File: src/rtl/mem_axi_bridge.sv
// mem_axi_bridge: tagged memory request/response port to AXI4-Lite master.
// Requests queue in a request FIFO and issue on AR or AW+W in order.
// An order FIFO records {is_wr, tag} for every accepted request so that B and R
// responses are returned to the requester strictly in request order.
// Optional build macro MEM_AXI_BRIDGE_ERR_EN: when defined, mem_error_o reports a
// non-OKAY bresp/rresp on the acknowledged response; otherwise it is tied low.
module mem_axi_bridge #(
  parameter int unsigned ADDR_W = 32,
  parameter int unsigned DATA_W = 32,
  parameter int unsigned TAG_W  = 11,
  parameter int unsigned DEPTH  = 4
) (
  input  logic                  clk_i,
  input  logic                  rst_i,
  // Memory request port
  input  logic [ADDR_W-1:0]     mem_addr_i,
  input  logic [DATA_W-1:0]     mem_data_wr_i,
  input  logic                  mem_rd_i,
  input  logic [DATA_W/8-1:0]   mem_wr_i,
  input  logic [TAG_W-1:0]      mem_req_tag_i,
  input  logic                  mem_resp_accept_i,
  output logic                  mem_accept_o,
  output logic                  mem_ack_o,
  output logic [DATA_W-1:0]     mem_data_rd_o,
  output logic [TAG_W-1:0]      mem_resp_tag_o,
  output logic                  mem_error_o,
  // AXI4-Lite write address channel
  output logic                  axi_awvalid_o,
  input  logic                  axi_awready_i,
  output logic [ADDR_W-1:0]     axi_awaddr_o,
  // AXI4-Lite write data channel
  output logic                  axi_wvalid_o,
  input  logic                  axi_wready_i,
  output logic [DATA_W-1:0]     axi_wdata_o,
  output logic [DATA_W/8-1:0]   axi_wstrb_o,
  // AXI4-Lite write response channel
  input  logic                  axi_bvalid_i,
  output logic                  axi_bready_o,
  input  logic [1:0]            axi_bresp_i,
  // AXI4-Lite read address channel
  output logic                  axi_arvalid_o,
  input  logic                  axi_arready_i,
  output logic [ADDR_W-1:0]     axi_araddr_o,
  // AXI4-Lite read data channel
  input  logic                  axi_rvalid_i,
  output logic                  axi_rready_o,
  input  logic [DATA_W-1:0]     axi_rdata_i,
  input  logic [1:0]            axi_rresp_i
);

  localparam int unsigned StrbW = DATA_W / 8;
  localparam int unsigned PtrW  = $clog2(DEPTH);
  localparam int unsigned CntW  = PtrW + 1;

  localparam logic [CntW-1:0]   FullCnt  = CntW'(DEPTH);
  // Clears the byte-offset bits so every AXI address is bus-word aligned.
  localparam logic [ADDR_W-1:0] AddrMask = ~ADDR_W'(StrbW - 1);

  typedef struct packed {
    logic              is_rd;
    logic [StrbW-1:0]  strb;
    logic [DATA_W-1:0] data;
    logic [ADDR_W-1:0] addr;
  } req_t;

  typedef struct packed {
    logic             is_wr;
    logic [TAG_W-1:0] tag;
  } ord_t;

  // Request FIFO state
  req_t            req_mem_q [DEPTH];
  logic [PtrW-1:0] req_wr_ptr_q, req_wr_ptr_d;
  logic [PtrW-1:0] req_rd_ptr_q, req_rd_ptr_d;
  logic [CntW-1:0] req_cnt_q, req_cnt_d;

  // Order FIFO state
  ord_t            ord_mem_q [DEPTH];
  logic [PtrW-1:0] ord_wr_ptr_q, ord_wr_ptr_d;
  logic [PtrW-1:0] ord_rd_ptr_q, ord_rd_ptr_d;
  logic [CntW-1:0] ord_cnt_q, ord_cnt_d;

  // Per-channel completion flags for the write at the request FIFO head
  logic aw_done_q, aw_done_d;
  logic w_done_q, w_done_d;

  logic req_any;
  logic push;
  req_t req_wdata;
  ord_t ord_wdata;
  req_t req_head;
  ord_t ord_head;
  logic req_valid;
  logic ord_valid;
  logic head_is_wr;
  logic ar_hs;
  logic aw_hs;
  logic w_hs;
  logic req_pop;
  logic ord_pop;

  // ---------------------------------------------------------------------------
  // Request acceptance
  // ---------------------------------------------------------------------------

  // Registered counts only: a pop in this cycle does not open a slot until the next.
  assign mem_accept_o = (req_cnt_q != FullCnt) && (ord_cnt_q != FullCnt);
  assign req_any      = mem_rd_i | (|mem_wr_i);
  assign push         = req_any & mem_accept_o;

  // A read strobe wins when both read and write are requested together.
  assign req_wdata.is_rd = mem_rd_i;
  assign req_wdata.strb  = mem_wr_i;
  assign req_wdata.data  = mem_data_wr_i;
  assign req_wdata.addr  = mem_addr_i;

  assign ord_wdata.is_wr = ~mem_rd_i;
  assign ord_wdata.tag   = mem_req_tag_i;

  // FIFO storage: contents are don't-care while empty, so no reset is needed.
  always_ff @(posedge clk_i) begin
    if (push) begin
      req_mem_q[req_wr_ptr_q] <= req_wdata;
      ord_mem_q[ord_wr_ptr_q] <= ord_wdata;
    end
  end

  // ---------------------------------------------------------------------------
  // AXI request issue from the request FIFO head
  // ---------------------------------------------------------------------------

  assign req_head  = req_mem_q[req_rd_ptr_q];
  assign req_valid = (req_cnt_q != '0);

  assign axi_arvalid_o = req_valid & req_head.is_rd;
  assign axi_awvalid_o = req_valid & ~req_head.is_rd & ~aw_done_q;
  assign axi_wvalid_o  = req_valid & ~req_head.is_rd & ~w_done_q;

  assign axi_araddr_o  = req_head.addr & AddrMask;
  assign axi_awaddr_o  = req_head.addr & AddrMask;
  assign axi_wdata_o   = req_head.data;
  assign axi_wstrb_o   = req_head.strb;

  assign ar_hs = axi_arvalid_o & axi_arready_i;
  assign aw_hs = axi_awvalid_o & axi_awready_i;
  assign w_hs  = axi_wvalid_o & axi_wready_i;

  // A write retires once both AW and W have handshaken, in whichever cycles.
  assign req_pop = ar_hs | (req_valid & ~req_head.is_rd &
                            (aw_done_q | aw_hs) & (w_done_q | w_hs));

  // Track which write channel has already completed for the current head.
  always_comb begin
    aw_done_d = aw_done_q;
    w_done_d  = w_done_q;
    if (req_pop) begin
      aw_done_d = 1'b0;
      w_done_d  = 1'b0;
    end else begin
      if (aw_hs) begin
        aw_done_d = 1'b1;
      end
      if (w_hs) begin
        w_done_d = 1'b1;
      end
    end
  end

  // ---------------------------------------------------------------------------
  // Response return in request order
  // ---------------------------------------------------------------------------

  assign ord_head   = ord_mem_q[ord_rd_ptr_q];
  assign ord_valid  = (ord_cnt_q != '0);
  assign head_is_wr = ord_head.is_wr;

  // Only the channel the order head expects is ever readied; the other stalls.
  assign axi_bready_o = mem_resp_accept_i & ord_valid & head_is_wr;
  assign axi_rready_o = mem_resp_accept_i & ord_valid & ~head_is_wr;

  assign mem_ack_o      = ord_valid & (head_is_wr ? axi_bvalid_i : axi_rvalid_i);
  assign mem_resp_tag_o = ord_head.tag;
  assign mem_data_rd_o  = axi_rdata_i;
  assign ord_pop        = mem_ack_o & mem_resp_accept_i;

`ifdef MEM_AXI_BRIDGE_ERR_EN
  assign mem_error_o = mem_ack_o &
                       (head_is_wr ? (axi_bresp_i != 2'b00) : (axi_rresp_i != 2'b00));
`else
  logic unused_resp;
  assign unused_resp = ^{axi_bresp_i, axi_rresp_i};
  assign mem_error_o = 1'b0;
`endif

  // ---------------------------------------------------------------------------
  // FIFO pointer and occupancy bookkeeping
  // ---------------------------------------------------------------------------

  // Advance pointers and occupancy of both FIFOs.
  always_comb begin
    req_wr_ptr_d = req_wr_ptr_q;
    req_rd_ptr_d = req_rd_ptr_q;
    ord_wr_ptr_d = ord_wr_ptr_q;
    ord_rd_ptr_d = ord_rd_ptr_q;
    if (push) begin
      req_wr_ptr_d = req_wr_ptr_q + PtrW'(1);
      ord_wr_ptr_d = ord_wr_ptr_q + PtrW'(1);
    end
    if (req_pop) begin
      req_rd_ptr_d = req_rd_ptr_q + PtrW'(1);
    end
    if (ord_pop) begin
      ord_rd_ptr_d = ord_rd_ptr_q + PtrW'(1);
    end
    req_cnt_d = req_cnt_q + CntW'(push) - CntW'(req_pop);
    ord_cnt_d = ord_cnt_q + CntW'(push) - CntW'(ord_pop);
  end

  // Control state; reset discards every queued request immediately.
  always_ff @(posedge clk_i or posedge rst_i) begin
    if (rst_i) begin
      req_wr_ptr_q <= '0;
      req_rd_ptr_q <= '0;
      req_cnt_q    <= '0;
      ord_wr_ptr_q <= '0;
      ord_rd_ptr_q <= '0;
      ord_cnt_q    <= '0;
      aw_done_q    <= 1'b0;
      w_done_q     <= 1'b0;
    end else begin
      req_wr_ptr_q <= req_wr_ptr_d;
      req_rd_ptr_q <= req_rd_ptr_d;
      req_cnt_q    <= req_cnt_d;
      ord_wr_ptr_q <= ord_wr_ptr_d;
      ord_rd_ptr_q <= ord_rd_ptr_d;
      ord_cnt_q    <= ord_cnt_d;
      aw_done_q    <= aw_done_d;
      w_done_q     <= w_done_d;
    end
  end

endmodule
File: config.mk
export PLATFORM = sky130hd
export DESIGN_NAME = mem_axi_bridge
export DESIGN_NICKNAME = d
export VERILOG_FILES = /design/src/rtl/mem_axi_bridge.sv
export SDC_FILE = /design/constraint.sdc
export NUM_CORES = 1
export LEC_CHECK = 0
export ABC_AREA = 0
export ABC_CLOCK_PERIOD_IN_PS = 3350
export BUFFER_PORTS_ARGS = -buffer_cell sky130_fd_sc_hd__buf_4
export CORE_MARGIN = 2
export CORE_UTILIZATION = 49
export DETAILED_ROUTE_END_ITERATION = 10
export PLACE_DENSITY_LB_ADDON = 0.15
export RECOVER_POWER = 50
export REMOVE_ABC_BUFFERS = 1
export SLEW_MARGIN = 20
export SYNTH_ARGS = -nofsm -noshare
export SYNTH_HDL_FRONTEND = slang
export SYNTH_SLANG_ARGS = --single-unit
export TNS_END_PERCENT = 20
File: constraint.sdc
create_clock -name clk_i -period 3.35 [get_ports clk_i]
set_input_delay 0.335 -clock clk_i [delete_from_list [all_inputs] [get_ports clk_i]]
set_output_delay 0.335 -clock clk_i [all_outputs]
set_load 0.02 [all_outputs]
==> results.py, run 1 <==
metrics = {
    "outcome": {
        "status": "finished, final reports clean",
    },
    "route": {
        "wirelength_microns": 24300,
        "first_pass_iters": 4,
        "ant_nets": 0,
        "drt_iter0_drc": 392,
        "vias": 5959,
        "wl_per_cell_microns": 22.0,
        "via_per_inst": 5.39,
        "drc": 0,
    },
    "place": {
        "post_dp_cell_area_sq_mm": 0.0144,
        "io_buffers": 199,
        "preCtsSetupSlack_ps": 806,
        "dpl.hpwl_microns": 15200,
        "place_congestion": 0.688,
        "dp.cells": 1042,
    },
    "timing": {
        "timing_hold_violations_final": 0,
        "fin_crit_sh_pct": 80.9,
        "tightest_slew_ps": 1030,
        "finalWorstSetupSlack_ps": 639,
        "max_freq_mhz": 369,
        "fin_skew_ps": 16.5,
        "period_needed_ps": 2710,
        "relSlewSlack_pct": 31.6,
        "rsz0062_at_grt": "false",
        "final_max_slew_viol_count": 0,
        "finalSetupViolations": 0,
    },
    "synth": {
        "netlist_instances": 579,
        "yosys_warnings": 0,
        "syn_avg_cell_area_sq_um": 22.2,
        "async_reset_ff_share_pct": 4.82,
        "synthFlopType": "edfxtp_1",
        "synth.top_cells.by_count": "edfxtp_1, mux4_2, buf_4",
        "synth.distinct_cells": 32,
        "synthTopCellsByArea": "edfxtp_1, mux4_2, buf_4",
        "netlist_area_sq_mm": 0.0129,
        "synth_edf_count": 316,
        "yosysSeqAreaShare_pct": 76.8,
        "synth_seq_cells": 332,
        "synth_top_cell_by_area": "edfxtp_1",
        "synth_most_common_cell": "edfxtp_1",
        "synth_top_area_share_pct": 73.7,
    },
    "critical_path": {
        "start_kind": "flip-flop",
        "critPathArrivalTime_ps": 2380,
        "crit_type": "flip-flop to output port",
        "path_max_fanout": 67,
        "cp.required_ps": 3010,
        "regToRegSetupSlack_ps": 810,
        "worstSetupEndpointType": "output port",
    },
    "die": {
        "die_w_microns": 166,
        "io_pins": 275,
        "rows": 59,
        "die_h_microns": 166,
        "die_area_sq_mm": 0.0276,
        "initial_core_util_pct": 49.7,
        "fp.coreArea_sq_mm": 0.0259,
    },
    "layout": {
        "nFillCells": 1965,
        "design_area_sq_mm": 0.0151,
        "fin_cells": 1106,
        "n_antenna_cell": 0,
        "drive_gt1_share_pct": 32.9,
        "multi_input_area_sq_mm": 0.00236,
        "seq_area_sq_mm": 0.00990,
        "syn_to_final_growth_pct": 17.6,
        "fin_nets": 882,
    },
    "global_routing": {
        "grt_pass1_wl_microns": 37200,
        "grt_usage_pct": 17.7,
        "grt_overflow": 0,
        "grt_pass1_vias": 6423,
        "antenna_found_initial": 0,
        "grt_max_degree": 69,
    },
    "power": {
        "power_density_mw_per_mm2": 1150,
        "ir_drop_v": 0.000677,
        "cellLeakagePower_nw": 5.21,
        "p_total_mw": 17.3,
    },
    "cts": {
        "cts.path.max_buffers": 3,
        "clock_sinks": 332,
        "h-tree-depth": 2,
        "tritoncts": "done",
        "numCtsBuffers": 35,
        "cts_root_buf": "clkbuf_16",
        "clkTransAtPathRegs_ps": 60,
        "clock_latency_ps": 500,
        "cts_setup_buffers": 0,
    },
    "min_path": {
        "worstHoldPathType": "primary input to flip-flop",
    },
    "flow_run": {
        "maxCapViolations": 0,
    },
}
## cells in the final DEF, fill, tap and decap left out, drive strengths merged, types with 2 or more instances in the layout
cell | synthesis | layout
mux2i | 4 | 4
bufinv | 0 | 3
dfrtp | 16 | 16
and2 | 9 | 9
mux4 | 79 | 79
xnor2 | 5 | 5
nand2 | 3 | 3
nor3 | 4 | 4
conb | 1 | 5
edfxtp | 316 | 316
ha | 11 | 11
clkbuf | 3 | 137
mux2 | 2 | 2
xor2 | 6 | 6
fa | 2 | 2
nand2b | 2 | 2
inv | 12 | 12
clkinv | 0 | 18
o21ai | 2 | 2
a21oi | 2 | 2
buf | 84 | 115
nor2 | 7 | 7
## flip-flops by register name, summed over array words and instances, names as in the netlist
name / cells
ord_mem_q: 48
req_cnt_q: 3
w_done_q: 1
req_wr_ptr_q: 2
ord_wr_ptr_q: 2
req_mem_q: 268
aw_done_q: 1
ord_rd_ptr_q: 2
req_rd_ptr_q: 2
ord_cnt_q: 3
## final timing paths
check                                             from                     endpoint  depth (start not counted)
min                                   mem_data_wr_i[5]   req_mem_q[0][37]$_DFFE_PP_                          1
min in group asynchronous                        rst_i       ord_cnt_q[0]$_DFF_PP0_                          3
max reg2reg                     ord_cnt_q[1]$_DFF_PP0_       ord_cnt_q[2]$_DFF_PP0_                          9
max                        req_rd_ptr_q[1]$_DFFE_PP0P_             axi_araddr_o[19]                          3
min reg2reg                     ord_cnt_q[0]$_DFF_PP0_       ord_cnt_q[0]$_DFF_PP0_                          1
max in group asynchronous                        rst_i  req_rd_ptr_q[1]$_DFFE_PP0P_                          3
## cell type report
cell class | instances | share of cell area [%]
Multi-Input combinational cell | 152 | 15.6
Clock buffer | 41 | 6.22
Tap cell | 335 | 2.77
Inverter | 12 | 0.298
Timing Repair Buffer | 212 | 8.59
Sequential cell | 332 | 65.4
Clock inverter | 22 | 1.17
## routing by layer
layer / GRT usage, % / vias to the layer above / part of all wire (%)
met5: 0.870 / - / 0
met2: 28.6 / 254 / 49
met4: 4.80 / 0 / 1.7
met1: 23.0 / 3072 / 40
met3: 6.27 / 36 / 9.2
li1: - / 2597 / -
## kinds of logic (layout without fill, tap and decap cells)
logic type | count (synthesis) | after routing | synth area share (%)
AO/OA/AOI/OAI | 8 | 8 | 0.428
adder cells (fa/ha/maj) | 13 | 13 | 1.38
multiplexers | 85 | 85 | 14.3
AND/OR/NAND/NOR | 30 | 30 | 1.23
XOR/XNOR | 11 | 11 | 0.748
buffers and inverters | 99 | 287 | 5.07
other | 1 | 5 | 0.0291
flip-flops | 332 | 332 | 76.8
## what timing repair did
action,4_1_cts,5_1_grt
resized for setup,0,0
hold buffers,1,0
endpoints found under the hold margin,16,0
## worst max-delay path, stage by stage (launching register included)
cell and delay, ps:
dfrtp_4 400, buf_4 740, mux4_2 460, buf_4 180
## per-stage QoR
step	utilization, %	hold WS (ps)	setup TNS [ps]
finish	58.4	87.2	0
global route	58.4	67.9	0
CTS	59.8	7.83	0
floorplan	-	249	-81430
global placement	55.4	441	0
detailed placement	55.4	474	0
## report_power, final
part	switching (mW)	internal (mW)	leakage [nW]
combinational	4.05	2.90	1.54
clock	1.49	2.24	0.553
sequential	0.359	6.31	3.12
(Power assumes the default switching activity.)
==> run 2, diff against run 1 <==
--- a/config.mk
+++ b/config.mk
@@ -6,7 +6,7 @@
 export NUM_CORES = 1
 export LEC_CHECK = 0
 export ABC_AREA = 0
-export ABC_CLOCK_PERIOD_IN_PS = 3350
+export ABC_CLOCK_PERIOD_IN_PS = 2400
 export BUFFER_PORTS_ARGS = -buffer_cell sky130_fd_sc_hd__buf_4
 export CORE_MARGIN = 2
 export CORE_UTILIZATION = 49
==> constraint.sdc (replaced) <==
create_clock -name clk_i -period 2.4 [get_ports clk_i]
set_input_delay 0.24 -clock clk_i [delete_from_list [all_inputs] [get_ports clk_i]]
set_output_delay 0.24 -clock clk_i [all_outputs]
set_load 0.02 [all_outputs]
==> run 2 against run 1 <==
Compared with the run above:
- die area did not move
- sequential share of layout area fell by 4.4 points
- sequential power rose by 40%
- design area rose by 7.3%
- sequential cell count did not move
- routed wire length rose by 2.4%
- first-iteration DRC count rose by 5.4%
- hold slack got worse by 50 ps
==> results.py, run 2 (synthesized netlist as in run 1, its figures left out) <==
metrics = {
    "outcome": {
        "status": "finished, final reports clean",
    },
    "critical_path": {
        "rr_worst_depth": 7,
        "max_stage_delay_ps": 550,
        "worstSetupEndpointType": "output port",
        "crit_type": "flip-flop to output port",
        "r2r-start": "ord_rd_ptr_q[0]$_DFFE_PP0P_",
        "cp_slowest_cell": "mux4_2",
        "rr_endpoint": "ord_cnt_q[1]$_DFF_PP0_",
        "regToRegSetupSlack_ps": 70,
        "path_max_fanout": 5,
        "critPathArrivalTime_ps": 2100,
        "start_kind": "flip-flop",
        "crit_family": "multiplexers",
        "critPathBufInv": 2,
        "cp_cell_sequence": "mux4_2, clkbuf_1, nor3_1, buf_4",
        "cp.required_ps": 2160,
    },
    "global_routing": {
        "grt_pass1_vias": 6675,
        "antenna_found_initial": 0,
        "grt_pass1_wl_microns": 38100,
        "grt_max_degree": 68,
        "grt_usage_pct": 18.1,
        "grt_overflow": 0,
    },
    "timing": {
        "tns_ps": 0,
        "final_max_slew_viol_count": 0,
        "timing_hold_violations_final": 0,
        "period_needed_ps": 2340,
        "max_freq_mhz": 427,
        "finalWorstSetupSlack_ps": 56.8,
        "fin_skew_ps": 15.3,
        "relSlewSlack_pct": 56.8,
        "tightest_slew_ps": 648,
        "rsz0062_at_grt": "true",
        "fin_crit_sh_pct": 97.6,
        "hold_slack_ps": 37.7,
        "finalSetupViolations": 0,
    },
    "cts": {
        "tritoncts": "done",
        "cts_root_buf": "clkbuf_16",
        "cts.path.max_buffers": 3,
        "clock_sinks": 332,
        "clock_latency_ps": 510,
        "numCtsBuffers": 35,
        "h-tree-depth": 2,
        "clkTransAtPathRegs_ps": 50,
    },
    "route": {
        "drc": 0,
        "via_per_inst": 5.26,
        "wirelength_microns": 24900,
        "wl_per_cell_microns": 20.8,
        "met3WireLength_microns": 1830,
        "first_pass_iters": 4,
        "met2WireLength_microns": 12400,
        "top_layer": "met4",
        "ant_nets": 0,
        "drt_iter0_drc": 413,
        "vias": 6307,
        "met1_length_microns": 10200,
    },
    "layout": {
        "regMostFlops": "req_mem_q",
        "largestRegisters": "req_mem_q (268), ord_mem_q (48)",
        "drive_gt1_share_pct": 33.4,
        "seq_area_sq_mm": 0.00990,
        "fin_nets": 977,
        "fin_cells": 1199,
        "multi_input_area_sq_mm": 0.00239,
        "syn_to_final_growth_pct": 26.1,
        "n_antenna_cell": 0,
        "final_common_cell": "edfxtp_1",
        "final_cell_mix": "edfxtp_1, buf_4, clkbuf_1",
        "nFillCells": 1843,
        "largest_reg_flops": 268,
    },
    "place": {
        "io_buffers": 199,
        "preCtsSetupSlack_ps": 35.5,
        "dp.cells": 1057,
        "place_congestion": 0.716,
        "dpl.hpwl_microns": 15700,
    },
    "die": {
        "io_pins": 275,
        "fp.coreArea_sq_mm": 0.0259,
        "die_area_sq_mm": 0.0276,
        "initial_core_util_pct": 49.7,
        "rows": 59,
        "die_h_microns": 166,
        "die_w_microns": 166,
    },
    "flow_run": {
        "maxCapViolations": 0,
    },
    "power": {
        "ir_drop_v": 0.000961,
        "cellLeakagePower_nw": 5.70,
        "p_total_mw": 25.0,
        "power_density_mw_per_mm2": 1540,
    },
    "min_path": {
        "holdCritStartpoint": "axi_wready_i",
        "whs_endpoint": "w_done_q$_DFFE_PP0P_",
        "worstHoldPathType": "primary input to flip-flop",
        "hold_path_depth": 3,
    },
}
## run 2: repair_timing
| item | 4_1_cts | 5_1_grt |
|---|---|---|
| gates resized for setup | 6 | 10 |
| pin swaps | 0 | 1 |
| hold buffers | 79 | 0 |
| hold endpoints to repair | 328 | 0 |
| endpoints found under the setup margin | 96 | 44 |
| buffers inserted | 0 | 2 |
## run 2: how the worst max path moves through the flow
stage,cells after the start,to,start,slack [ps]
3_3_place_gp,8,req_cnt_q[2]$_DFF_PP0_,req_rd_ptr_q[0]$_DFFE_PP0P_,60
3_5_place_dp,8,ord_cnt_q[2]$_DFF_PP0_,ord_rd_ptr_q[0]$_DFFE_PP0P_,40
4_1_cts,3,axi_araddr_o[19],req_rd_ptr_q[0]$_DFFE_PP0P_,1
2_1_floorplan,8,req_cnt_q[2]$_DFF_PP0_,req_rd_ptr_q[0]$_DFFE_PP0P_,-2430
6_report,4,axi_wvalid_o,req_rd_ptr_q[0]$_DFFE_PP0P_,60
5_1_grt,8,ord_cnt_q[2]$_DFF_PP0_,ord_rd_ptr_q[0]$_DFFE_PP0P_,-40
## run 2: power breakdown
| part | switching (mW) | internal, mW |
|---|---|---|
| combinational | 5.79 | 4.70 |
| sequential | 0.513 | 8.80 |
| clock | 2.06 | 3.13 |
| total | 8.36 | 16.6 |
## run 2: through the flow
stage               utilization (%)  instance area, sq um
finish                         62.7                 16200
global route                   62.7                 16200
CTS                            63.6                 16500
detailed placement             56.2                 14600
global placement               56.2                 14600
floorplan                         -                 12300
## run 2: area by class of cell
cell class | instances | area share [%]
Sequential cell | 332 | 60.9
Multi-Input combinational cell | 152 | 14.7
Timing Repair Buffer | 307 | 14.6
Clock buffer | 45 | 5.89
Tap cell | 335 | 2.58
Clock inverter | 16 | 0.940
Inverter | 12 | 0.277
## run 2: tightest hold or removal path: stages
cell	delay, ps
buf_4	90
a21oi_1	50
o21ai_1	110
## run 2: layer usage
layer | track usage, % | vias to the layer above
met5 | 1.22 | -
met4 | 4.65 | 0
met3 | 5.20 | 39
met2 | 30.1 | 245
met1 | 23.8 | 3234
li1 | - | 2789
==> run 3, diff against run 2 <==
==> constraint.sdc (replaced) <==
create_clock -name clk_i -period 2.4 [get_ports clk_i]
set_input_delay 0.12 -clock clk_i [delete_from_list [all_inputs] [get_ports clk_i]]
set_output_delay 0.12 -clock clk_i [all_outputs]
set_load 0.02 [all_outputs]
==> run 3 against run 2 <==
Compared with the run above:
- first-iteration DRC count increased by 1.7%
- sequential share of layout area decreased by 0.23 points
- routed wire length increased by 3.7%
- global-route usage increased by 0.57 points
- via count increased by 0.97%
- worst setup slack got worse by 5.9 ps
- die area unchanged
- sequential cell count unchanged
- core utilization increased by 0.24 points
- clock skew decreased by 2.9 ps
==> results.py, run 3 (synthesized netlist as in run 1, its figures left out) <==
metrics = {
    "timing": {
        "tightest_slew_ps": 784,
        "period_needed_ps": 2350,
        "fin_crit_sh_pct": 97.9,
        "finalSetupViolations": 0,
        "fin_skew_ps": 12.4,
        "timing_hold_violations_final": 0,
        "final_max_slew_viol_count": 0,
        "max_freq_mhz": 426,
        "relSlewSlack_pct": 47.7,
        "rsz0062_at_grt": "true",
        "hold_slack_ps": 71.8,
    },
    "route": {
        "drt_iter0_drc": 420,
        "ant_nets": 0,
        "via_per_inst": 5.31,
        "wirelength_microns": 25800,
        "vias": 6368,
        "drc": 0,
        "wl_per_cell_microns": 21.5,
        "first_pass_iters": 5,
    },
    "layout": {
        "fin_cells": 1199,
        "syn_to_final_growth_pct": 26.6,
        "largestRegisters": "req_mem_q (268), ord_mem_q (48)",
        "drive_gt1_share_pct": 33.6,
        "final_cell_mix": "edfxtp_1, buf_4, clkbuf_1",
        "largest_reg_flops": 268,
        "n_antenna_cell": 0,
        "final_common_cell": "edfxtp_1",
        "nFillCells": 1852,
        "regMostFlops": "req_mem_q",
        "design_area_sq_mm": 0.0163,
        "fin_nets": 979,
    },
    "die": {
        "die_area_sq_mm": 0.0276,
        "rows": 59,
        "initial_core_util_pct": 49.7,
        "fp.coreArea_sq_mm": 0.0259,
        "die_h_microns": 166,
        "io_pins": 275,
        "die_w_microns": 166,
    },
    "place": {
        "dpl.hpwl_microns": 15600,
        "post_dp_cell_area_sq_mm": 0.0145,
        "place_congestion": 0.701,
        "dp.cells": 1054,
        "io_buffers": 199,
    },
    "cts": {
        "numCtsBuffers": 35,
        "clkTransAtPathRegs_ps": 60,
        "tritoncts": "done",
        "cts_root_buf": "clkbuf_16",
        "cts.path.max_buffers": 3,
        "clock_latency_ps": 510,
        "h-tree-depth": 2,
        "clock_sinks": 332,
    },
    "flow_run": {
        "maxCapViolations": 0,
    },
    "power": {
        "cellLeakagePower_nw": 5.74,
        "power_density_mw_per_mm2": 1550,
        "ir_drop_v": 0.00106,
    },
    "min_path": {
        "holdCritStartpoint": "axi_rvalid_i",
        "hold_path_depth": 4,
        "worstHoldPathType": "primary input to flip-flop",
        "whs_endpoint": "ord_rd_ptr_q[0]$_DFFE_PP0P_",
    },
    "global_routing": {
        "antenna_found_initial": 0,
        "grt_pass1_wl_microns": 39400,
        "grt_usage_pct": 18.7,
        "grt_pass1_vias": 6938,
        "grt_overflow": 0,
        "grt_max_degree": 68,
    },
    "critical_path": {
        "regToRegSetupSlack_ps": 50,
        "critPathArrivalTime_ps": 2790,
        "path_max_fanout": 2,
        "rr_worst_depth": 7,
        "start_kind": "flip-flop",
        "rr_endpoint": "ord_cnt_q[1]$_DFF_PP0_",
        "r2r-start": "ord_mem_q[3][11]$_DFFE_PP_",
        "crit_type": "flip-flop to flip-flop",
        "worstSetupEndpointType": "flip-flop",
        "cp.required_ps": 2840,
    },
    "outcome": {
        "status": "finished, final reports clean",
    },
}
-- run 3: per-layer routing --
layer  wire, microns  global-route usage [%]  vias up
met3            2160                    5.84       34
met5               0                   0.870        -
met2           13000                    31.1      261
met4             433                    4.95        0
li1                -                       -     2791
met1           10200                    24.2     3282
-- run 3: area by class of cell --
| class | instances | area [sq um] | area share [%] |
|---|---|---|---|
| Clock buffer | 38 | 930 | 5.70 |
| Clock inverter | 21 | 216 | 1.33 |
| Inverter | 12 | 45.0 | 0.276 |
| Multi-Input combinational cell | 152 | 2370 | 14.5 |
| Sequential cell | 332 | 9900 | 60.7 |
| Tap cell | 335 | 419 | 2.57 |
| Timing Repair Buffer | 309 | 2420 | 14.9 |
-- run 3: timing repair --
item	4_1_cts	5_1_grt
gates cloned	1	1
hold endpoints to repair	335	0
endpoints found under the setup margin	96	59
hold buffers	82	0
setup buffers	0	2
resized for setup	6	6
-- run 3: per-stage QoR --
stage	TNS, ps	utilization [%]	worst slack (ps)	total power, mW
global placement	0	56.1	87.7	19.7
CTS	-9.08	63.9	-3.35	25.6
finish	0	62.9	50.9	25.2
floorplan	-416000	-	-2430	15.4
detailed placement	0	56.1	49.9	20.0
global route	-1030	62.9	-38.0	26.4
-- run 3: worst max-delay path by stage --
stage | endpoint | startpoint
6_report | ord_cnt_q[1]$_DFF_PP0_ | ord_mem_q[3][11]$_DFFE_PP_
5_1_grt | ord_cnt_q[1]$_DFF_PP0_ | ord_mem_q[3][11]$_DFFE_PP_
3_5_place_dp | ord_cnt_q[2]$_DFF_PP0_ | ord_mem_q[3][11]$_DFFE_PP_
2_1_floorplan | req_cnt_q[2]$_DFF_PP0_ | req_rd_ptr_q[0]$_DFFE_PP0P_
3_3_place_gp | req_cnt_q[2]$_DFF_PP0_ | req_rd_ptr_q[0]$_DFFE_PP0P_
4_1_cts | axi_araddr_o[20] | req_rd_ptr_q[0]$_DFFE_PP0P_
-- run 3: critical path, cell delays in order, from the launching register on --
cell	delay (ps)
edfxtp_1	410
mux4_2	530
mux2i_1	230
nor2_1	100
ha_1	280
inv_1	30
ha_1	180
fa_2	520
-- run 3: report_power, final --
| part | switching [mW] | internal [mW] | leakage, nW |
|---|---|---|---|
| registers | 0.522 | 8.80 | 3.12 |
| logic | 5.86 | 4.73 | 2.05 |
| clock network | 2.09 | 3.23 | 0.570 |
